`config.mk`:
```
export PLATFORM = sky130hd
export DESIGN_NAME = sd_lese_arbiter
export DESIGN_NICKNAME = d
export VERILOG_FILES = /design/src/rtl/sd_lese_pkg.sv /design/src/rtl/sd_rr_auswahl.sv /design/src/rtl/sd_lese_arbiter.sv
export SDC_FILE = /design/constraint.sdc
export NUM_CORES = 1
export LEC_CHECK = 0
export ABC_AREA = 1
export CELL_PAD_IN_SITES_DETAIL_PLACEMENT = 1
export CELL_PAD_IN_SITES_GLOBAL_PLACEMENT = 1
export CORE_MARGIN = 1.5
export CORE_UTILIZATION = 30
export DETAILED_ROUTE_END_ITERATION = 10
export MAX_ROUTING_LAYER = met4
export PLACE_DENSITY_LB_ADDON = 0.1
export RECOVER_POWER = 25
export SLEW_MARGIN = 20
export SYNTH_ARGS = -nofsm -noshare
export SYNTH_HDL_FRONTEND = slang
export SYNTH_HIERARCHICAL = 1
export SYNTH_SLANG_ARGS = --single-unit
```
`constraint.sdc`:
```
create_clock -name Clock -period 2.3 [get_ports Clock]
set_input_delay 0.69 -clock Clock [delete_from_list [all_inputs] [get_ports Clock]]
set_output_delay 0.69 -clock Clock [all_outputs]
set_load 0.01 [all_outputs]
```
`src/rtl/sd_lese_pkg.sv`:
```
// Shared constants for the SD word-read arbiter: FSM state encoding,
// the default transaction timeout and an index-width helper.
package sd_lese_pkg;

    localparam logic [1:0] IDLE         = 2'd0;
    localparam logic [1:0] ANFRAGE      = 2'd1;
    localparam logic [1:0] WARTE_BUSY   = 2'd2;
    localparam logic [1:0] WARTE_FERTIG = 2'd3;

    localparam int TIMEOUT_ZYKLEN_DEFAULT = 1000000;

    // Bits needed to hold a requester index; at least one bit so that a
    // single-requester build still has a legal vector.
    function automatic int idx_breite(input int n);
        return (n > 1) ? $clog2(n) : 1;
    endfunction

endpackage

```
`src/rtl/sd_rr_auswahl.sv`:
```
// Purely combinational round-robin pick: the first requesting index
// strictly after letzter_i, wrapping from ANZAHL-1 back to 0.
module sd_rr_auswahl
    import sd_lese_pkg::*;
#(
    parameter  int ANZAHL = 2,
    localparam int IW     = idx_breite(ANZAHL)
) (
    input  logic [ANZAHL-1:0] req_i,
    input  logic [IW-1:0]     letzter_i,
    output logic [IW-1:0]     grant_o,
    output logic              any_req_o
);

    logic [2*ANZAHL-1:0] doppelt;
    logic [2*ANZAHL-1:0] rotiert;
    logic [IW:0]         schieb;

    // Rotate the request vector so bit 0 is the requester right after
    // letzter_i, then take the lowest set bit and map it back.
    always_comb begin
        int g;
        doppelt   = {req_i, req_i};
        schieb    = {1'b0, letzter_i} + (IW+1)'(1);
        rotiert   = doppelt >> schieb;
        grant_o   = '0;
        any_req_o = 1'b0;
        g         = 0;
        for (int j = ANZAHL - 1; j >= 0; j--) begin
            if (rotiert[j]) begin
                g = int'(letzter_i) + 1 + j;
                if (g >= ANZAHL) g = g - ANZAHL;
                if (g >= ANZAHL) g = g - ANZAHL;
                grant_o   = IW'(g);
                any_req_o = 1'b1;
            end
        end
    end

endmodule

```
`src/rtl/sd_lese_arbiter.sv`:
```
// Round-robin arbiter sharing the SD-card word reader among ANZAHL
// requesters. Optional single-entry read cache: SD_LESE_CACHE_EN.
//
// Handshakes:
//   requester side - req_Lesen[i] is a level held with a stable address
//   until that requester sees req_Fertig[i] (req_Daten valid in the same
//   cycle) or req_Fehler[i]; each is a single-cycle pulse, at most one
//   bit of either vector is ever high.
//   reader side - sd_Lesen is a one-cycle strobe with sd_Adresse stable;
//   the word is taken only after sd_Busy has been seen high and then
//   sd_Busy==0 && sd_Fertig==1, because sd_Fertig may stay high from the
//   previous transfer.
module sd_lese_arbiter
    import sd_lese_pkg::*;
#(
    parameter int ANZAHL         = 2,
    parameter int TIMEOUT_ZYKLEN = TIMEOUT_ZYKLEN_DEFAULT
) (
    input  logic                 Clock,
    input  logic                 Reset,
    input  logic [ANZAHL-1:0]    req_Lesen,
    input  logic [32*ANZAHL-1:0] req_Adresse,
    output logic [31:0]          req_Daten,
    output logic [ANZAHL-1:0]    req_Fertig,
    output logic [ANZAHL-1:0]    req_Fehler,
    output logic [31:0]          sd_Adresse,
    output logic                 sd_Lesen,
    input  logic [31:0]          sd_Daten,
    input  logic                 sd_Fertig,
    input  logic                 sd_Busy,
    output logic [1:0]           dbg_zustand_o
);

    localparam int            IW        = idx_breite(ANZAHL);
    localparam int            CW        = $clog2(TIMEOUT_ZYKLEN) + 1;
    localparam logic [CW-1:0] CNT_LIMIT = CW'(TIMEOUT_ZYKLEN - 1);
    localparam logic [CW-1:0] CNT_MAX   = '1;

    logic [1:0]        zustand_q, zustand_d;
    logic [IW-1:0]     letzter_q, letzter_d;
    logic [IW-1:0]     grant_q, grant_d;
    logic [CW-1:0]     cnt_q, cnt_d, cnt_inc;
    logic [31:0]       adresse_q, adresse_d;
    logic [31:0]       daten_q, daten_d;
    logic [ANZAHL-1:0] fertig_q, fertig_d;
    logic [ANZAHL-1:0] fehler_q, fehler_d;

    logic [IW-1:0]     rr_grant;
    logic              rr_any;
    logic [31:0]       kandidat_adr;
    logic              puls_aktiv;
    logic              abschluss;
    logic              zeitueberlauf;
    logic              treffer;
    logic [31:0]       treffer_daten;

    function automatic logic [ANZAHL-1:0] onehot(input logic [IW-1:0] g);
        logic [ANZAHL-1:0] v;
        v = '0;
        for (int i = 0; i < ANZAHL; i++) begin
            if (g == IW'(i)) v[i] = 1'b1;
        end
        return v;
    endfunction

    sd_rr_auswahl #(
        .ANZAHL (ANZAHL)
    ) u_rr (
        .req_i     (req_Lesen),
        .letzter_i (letzter_q),
        .grant_o   (rr_grant),
        .any_req_o (rr_any)
    );

    // Address of the requester that would win arbitration this cycle.
    always_comb begin
        kandidat_adr = '0;
        for (int i = 0; i < ANZAHL; i++) begin
            if (rr_grant == IW'(i)) kandidat_adr = req_Adresse[32*i +: 32];
        end
    end

    // While a completion/error pulse is on the wire the requester has not
    // yet dropped its level, so arbitration waits one cycle.
    assign puls_aktiv    = (|fertig_q) | (|fehler_q);
    assign abschluss     = (zustand_q == WARTE_FERTIG) && !sd_Busy && sd_Fertig;
    assign cnt_inc       = (cnt_q == CNT_MAX) ? cnt_q : cnt_q + CW'(1);
    assign zeitueberlauf = (zustand_q != IDLE) && !abschluss && (cnt_inc >= CNT_LIMIT);

`ifdef SD_LESE_CACHE_EN
    logic [31:0] cache_adr_q;
    logic [31:0] cache_daten_q;
    logic        cache_gueltig_q;

    // Remember the last good word; a timeout or reset invalidates it.
    always_ff @(posedge Clock) begin
        if (Reset) begin
            cache_adr_q     <= '0;
            cache_daten_q   <= '0;
            cache_gueltig_q <= 1'b0;
        end else if (zeitueberlauf) begin
            cache_gueltig_q <= 1'b0;
        end else if (abschluss) begin
            cache_adr_q     <= adresse_q;
            cache_daten_q   <= sd_Daten;
            cache_gueltig_q <= 1'b1;
        end
    end

    assign treffer       = cache_gueltig_q && (cache_adr_q == kandidat_adr);
    assign treffer_daten = cache_daten_q;
`else
    assign treffer       = 1'b0;
    assign treffer_daten = '0;
`endif

    // State and datapath registers.
    always_ff @(posedge Clock) begin
        if (Reset) begin
            zustand_q <= IDLE;
            letzter_q <= IW'(ANZAHL - 1);
            grant_q   <= '0;
            cnt_q     <= '0;
            adresse_q <= '0;
            daten_q   <= '0;
            fertig_q  <= '0;
            fehler_q  <= '0;
        end else begin
            zustand_q <= zustand_d;
            letzter_q <= letzter_d;
            grant_q   <= grant_d;
            cnt_q     <= cnt_d;
            adresse_q <= adresse_d;
            daten_q   <= daten_d;
            fertig_q  <= fertig_d;
            fehler_q  <= fehler_d;
        end
    end

    // Next-state logic: grant, reader handshake sequencing and timeout.
    always_comb begin
        zustand_d = zustand_q;
        letzter_d = letzter_q;
        grant_d   = grant_q;
        cnt_d     = cnt_q;
        adresse_d = adresse_q;
        daten_d   = daten_q;
        fertig_d  = '0;
        fehler_d  = '0;

        if (zustand_q != IDLE) cnt_d = cnt_inc;

        case (zustand_q)
            IDLE: begin
                if (rr_any && !puls_aktiv) begin
                    if (treffer) begin
                        // Cache hit: answer directly, reader untouched.
                        letzter_d = rr_grant;
                        daten_d   = treffer_daten;
                        fertig_d  = onehot(rr_grant);
                    end else if (!sd_Busy) begin
                        grant_d   = rr_grant;
                        letzter_d = rr_grant;
                        adresse_d = kandidat_adr;
                        cnt_d     = '0;
                        zustand_d = ANFRAGE;
                    end
                end
            end
            ANFRAGE:      zustand_d = WARTE_BUSY;
            WARTE_BUSY:   if (sd_Busy) zustand_d = WARTE_FERTIG;
            WARTE_FERTIG: begin
                if (abschluss) begin
                    daten_d   = sd_Daten;
                    fertig_d  = onehot(grant_q);
                    zustand_d = IDLE;
                end
            end
            default:      zustand_d = IDLE;
        endcase

        if (zeitueberlauf) begin
            fehler_d  = onehot(grant_q);
            zustand_d = IDLE;
        end
    end

    // Outputs: the strobe is a pure function of state, the rest registered.
    always_comb begin
        sd_Lesen      = (zustand_q == ANFRAGE);
        sd_Adresse    = adresse_q;
        req_Daten     = daten_q;
        req_Fertig    = fertig_q;
        req_Fehler    = fehler_q;
        dbg_zustand_o = zustand_q;
    end

endmodule
```
# ---- After elaboration in Yosys (flattened, before gate mapping)
# Cells that the tools add are included.
dict set report op_classes {
  add_sub_neg 8
  n_lt_le_gt_ge 5
  eq_ne 8
  n_shift 1
  n_mux 23
  bitwise 5
  n_reduce_logical 18
}
# operator n
set ops {}
lappend ops {{$mux 32} 5}
lappend ops {{$ge 32x3->1 const B} 4}
lappend ops {{$mux 21} 5}
lappend ops {{$sub 32x3->32 const B} 2}
lappend ops {{$add 32x2->32 const B} 1}
lappend ops {{$add 21x1->21 const B} 1}
lappend ops {{$eq 21x21->1 const B} 1}
lappend ops {{$ge 21x20->1 const B} 1}
lappend ops {{$mux 1} 8}
lappend ops {{$mux 2} 4}
lappend ops {{$ne 2x2->1 const B} 4}
lappend ops {{$pmux 2 s4} 1}
lappend ops {{$reduce_or 2->1} 4}
lappend ops {{$logic_and 1x1->1} 5}
lappend ops {{$add 1x1->2 const B} 2}
lappend ops {{$eq 2x2->1 const B} 2}
lappend ops {{$not 1->1} 4}
lappend ops {{$reduce_and 4->1} 1}
lappend ops {{$shr 4x2->2} 1}
lappend ops {{$logic_not 1->1} 3}
lappend ops {{$reduce_and 3->1} 1}
lappend ops {{$reduce_or 3->1} 1}
lappend ops {{$eq 2x1->1 const B} 1}
lappend ops {{$logic_not 2->1} 1}
lappend ops {{4 further kinds} 5}
dict set report totals {
  regBits 93
  in_bits 102
  output_inout_bits 71
  word_cells 76
}

# ---- Logic depth before layout (Yosys ltp)
dict set report logic_depth {
  ltp_word 10
  mapped_depth 16
  ltp_nobuf 16
}

# ---- Modules after synthesis
# The synthesis kept the hierarchy.
# mod instances cells_per_inst area_per_inst_um2 seq_area_each_um2
set by_module_without_submodules {}
lappend by_module_without_submodules {sd_lese_arbiter 1 665 4450.5 1861.8}
lappend by_module_without_submodules {sd_rr_auswahl 1 3 15.0 0.0}

# ---- Least setup slack after synthesis
# No wires, ideal clock.
dict set report synth_timing {
  path_type {register to register}
  startpoint {register cnt_q[0]}
  endpoint {register zustand_q[1] (netlist: dbg_zustand_o[1])}
  setup_ps 117
  arrival_ps 1837
  t_required_ps 2183
  slack_ps 346
  stages_incl_launch_ff 16
  path_buffers 1
  period_less_slack_ps 1954
  path_cell_list {dfxtp_1 > ha_1 > nand3_2 > nor2_4 > nand3_2 > buf_6 > nand3_2 > nand2_2 > nor2_2 > nand2_1 > nor2_2 > nand3_1 > nand3_2 > nand2_1 > nand2_1 > nor2_1}
}
dict set report synth_between {
  elab_chain_len 5
  elab_cells_between_ends 6
  classes_between {add/sub (1); order compare (1); eq/ne (1); mux (1); reduce/logical (2)}
}
# element line_no
set synth_lines {}
lappend synth_lines {{start, declared} sd_lese_arbiter.sv:42} ;# logic [CW-1:0] cnt_q, cnt_d, cnt_inc;
lappend synth_lines {{start signal, assigned} sd_lese_arbiter.sv:132} ;# cnt_q <= cnt_d;
lappend synth_lines {{$add 21x1->21 or $eq 21x21->1 (tied branches)} sd_lese_arbiter.sv:87} ;# assign cnt_inc = (cnt_q == CNT_MAX) ? cnt_q : cnt_q + CW'(1);
lappend synth_lines {{$mux 21 (*)} sd_lese_arbiter.sv:87}
lappend synth_lines {{$ge 21x20->1 (*)} sd_lese_arbiter.sv:88} ;# assign zeitueberlauf = (zustand_q != IDLE) && !abschluss && (cnt_inc >= CNT_LIMIT);
lappend synth_lines {{$logic_and 1x1->1 (*)} sd_lese_arbiter.sv:88}
lappend synth_lines {{$reduce_or 2->1 (no line) (*)} -}
lappend synth_lines {{end signal, assigned} sd_lese_arbiter.sv:129} ;# zustand_q <= zustand_d;
lappend synth_lines {{end, declared} sd_lese_arbiter.sv:39} ;# logic [1:0] zustand_q, zustand_d;
# Mark *: on every way between the ends. The rest lies on a longest branch, timed or not.
# A chain may end at the register's enable or synchronous reset.

# ---- Worst setup path in the final report
dict set report layout_timing {
  startpoint {register cnt_q[1]}
  endpoint {register zustand_q[0] (netlist: dbg_zustand_o[0])}
}
# Same word-level chain as after synthesis.

==> results.cfg <==
[run_status]
status = complete, no violations

[power_and_ir_drop]
share_comb_of_total_power_pct = 34.8
powerDensity_nw_per_um2 = 808.0
swShare_pct = 35.18
p_sw_mw = 1.979
ir_drop_uv = 523.6
p_leak_nw = 2.827
p_int_mw = 3.645
seq_power_share_pct = 37.8
p_clk_share_pct = 27.4

[synthesis]
syn_area_um2 = 4466
ys.flop_type = dfxtp_1
synth_edf_count = 0
yosys.area_share.xor_xnor_pct = 1.177
synth_mux_area_share_pct = 0
synthAdderAreaFrac_pct = 1.401
synth_top_family_by_area = simple AND/OR/NAND/NOR gates
synthSimpleGateAreaFrac_pct = 26.79
synth_nets = 775
ys_types = 33
synth-seq-area-share_pct = 41.69
synth_compound_gate_area_share_pct = 19.28
synthCells = 668
synthArstFlopShare_pct = 0
avgSynthCellArea_um2 = 6.685
synth-seq-cells = 93
yosys_warnings = 6

[min_path]
hold_path.class = flip-flop to flip-flop
hold_path.startpoint = grant_q

[drt]
drc = 0
wl_per_cell_um = 15.50
drt_pass1_iterations = 4
vias_per_cell = 4.841
antenna_left = 0
vias = 5025
postRouteWirelength_um = 16090
drt_iter0_drc = 213

[die]
coreArea_um2 = 14530
die_area_um2 = 15630
ioPinCount = 173
die_h_um = 125.0
die_w_um = 125.0
num_rows = 44
start_util_pct = 30.72

[clocking]
ctsHoldBuffers = 0
cts_buffers = 9
clock-root-buffer = clkbuf_16
clk_latency_ps = 350
path_clk_slew_ps = 70
cts_tree = built
clockBufferDepth = 2
cts_sinks = 93
cts_max_level = 3

[global_route]
grtUsageTotal_pct = 20.98
grt_antenna_before_repair = 0
grt_max_degree = 67
grt_pass1_wl_um = 25650
grt.overflow.total = 0
grt_pass1_vias = 5092

[worst_setup_path]
worstSetupPathType = flip-flop to flip-flop
critPathMostFrequentCell = nand2_1
crit_path_start = cnt_q[1]
crit_path_end_kind = flip-flop
crit_fanout = 4
critPathSlowestCell = dfxtp_2
max_stage_delay_ps = 330
worstPathArrival_ps = 2460
critPathLaunchType = flip-flop
worstPathRequired_ps = 2550
cp_top_family = simple AND/OR/NAND/NOR gates
r2r_start = cnt_q[1]
cp.buffers_inverters = 3
path_cells = ha_2, nand3_4, buf_4, inv_1, nand2_1, nor2_2, a21oi_2, inv_1, nor2_1, nand2_1, nor2_2, nand3_1, nand3_2, nand2_1, nand2_1, nor2_1

[sta]
clock_skew_ps = 6.791
fmax_mhz = 451.3
finalMaxSlewViolations = 0
whs_ps = 441.8
final.setup.worst_slack_ps = 84.16
final.setup.tns_ps = 0
fin_crit_ps = 2216
tightest_slew_ps = 408.1
hold_viol = 0
fin_crit_sh_pct = 96.34
slew_headroom_pct = 72.80
setup_viol = 0

[place]
detailed_place_hpwl_um = 12050
placedInstanceArea_um2 = 6545
post-place-ws_ps = -16.86
dp_cells = 1018
portBuffers = 172
gp_congestion = 0.8532

[finish]
drive_gt1_share_pct = 10.19
layout.cells.most_common = clkdlybuf4s50_1
antenna_cells = 0
fin_area_um2 = 6960
num-nets-final = 956
layout_common_cells = clkdlybuf4s50_1 (170), nor2_1 (136), dfxtp_1 (87)
final_cell_count_no_fill = 1038
area_delta_synth_final_pct = 55.87

[flow_run]
cap_violations = 0
-- stage by stage --
step | util (%) | power [mW]
floorplan | - | 3.120
global placement | 45.03 | 4.020
detailed placement | 45.03 | 4.102
CTS | 47.16 | 5.677
global route | 47.89 | 6.024
finish | 47.89 | 5.624
-- final timing paths --
check | to | slack [ps] | cells after the start
min reg2reg | req_Fehler[0] | 440 | 1
min | req_Fehler[0] | 440 | 1
max reg2reg | dbg_zustand_o[0] | 80 | 16
max | dbg_zustand_o[0] | 80 | 16
-- flip-flops by register name, summed over array words and instances (netlist names) --
signal         flops
req_Fehler         2
letzter_q          1
sd_Adresse        32
dbg_zustand_o      2
req_Daten         32
req_Fertig         2
grant_q            1
cnt_q             21
-- what timing repair did --
| action | in CTS | in global routing |
|---|---|---|
| pin swaps | 0 | 5 |
| gates cloned | 0 | 0 |
| setup endpoints to repair | 3 | 4 |
| resized for setup | 2 | 29 |
| setup buffers | 0 | 4 |
-- cells in the mapped netlist, types with 2 or more instances --
cell / number / area [um2]
o211ai_1: 4 / 30.03
nand4_1: 7 / 43.79
dfxtp_1: 93 / 1862
and2_1: 2 / 12.51
nor3_1: 3 / 15.01
a21oi_1: 81 / 405.4
xor2_1: 5 / 43.79
inv_1: 76 / 285.3
nor2_2: 5 / 31.28
nor2_1: 145 / 544.3
clkbuf_1: 29 / 108.9
nand3_1: 28 / 140.1
ha_1: 5 / 62.56
nand2_1: 83 / 311.6
buf_2: 3 / 15.01
o21ai_0: 77 / 385.4
nand3_2: 5 / 50.05
o22ai_1: 2 / 12.51
-- kinds of logic (layout without fill, tap and decap cells) --
| kind of cell | count (synthesis) | in the layout |
|---|---|---|
| flip-flops | 93 | 93 |
| adder cells (fa/ha/maj) | 5 | 5 |
| XOR/XNOR | 6 | 6 |
| AND/OR/NAND/NOR | 284 | 284 |
| AO/OA/AOI/OAI | 168 | 168 |
| buffers and inverters | 112 | 298 |
-- worst reg2reg max path: stages (launching register included) --
cell	delay (ps)
dfxtp_2	330
ha_2	210
nand3_4	110
buf_4	140
inv_1	60
nand2_1	120
nor2_2	80
a21oi_2	230
inv_1	70
nor2_1	110
nand2_1	90
nor2_2	150
nand3_1	130
nand3_2	100
nand2_1	60
nand2_1	90
nor2_1	50
-- routing by layer --
metal | track usage (%) | part of all wire, % | vias to the layer above
li1 | - | - | 2517
met1 | 23.87 | 43 | 2335
met2 | 34.27 | 47 | 142
met3 | 6.975 | 6.8 | 31
met4 | 7.955 | 2.9 | 0
met5 | - | 0 | -
-- layout make-up --
cell class                      count  area, um2
Fill cell                        1856       7574
Multi-Input combinational cell    463       2277
Timing Repair Buffer              204       1992
Sequential cell                    93       1869
Inverter                           78      292.8
Tap cell                          184      230.2
Clock buffer                       10      229.0
Clock inverter                      6      70.07
-- power by group through the flow --
| stage | combinational [mW] | sequential, mW | clock (mW) |
|---|---|---|---|
| 2_1_floorplan | 0.934 | 2.19 | 0 |
| 3_3_place_gp | 1.89 | 2.13 | 0 |
| 3_5_place_dp | 1.96 | 2.14 | 0 |
| 4_1_cts | 1.98 | 2.11 | 1.59 |
| 5_1_grt | 2.19 | 2.17 | 1.66 |
| 6_report | 1.96 | 2.13 | 1.54 |
(Power assumes the default switching activity.)
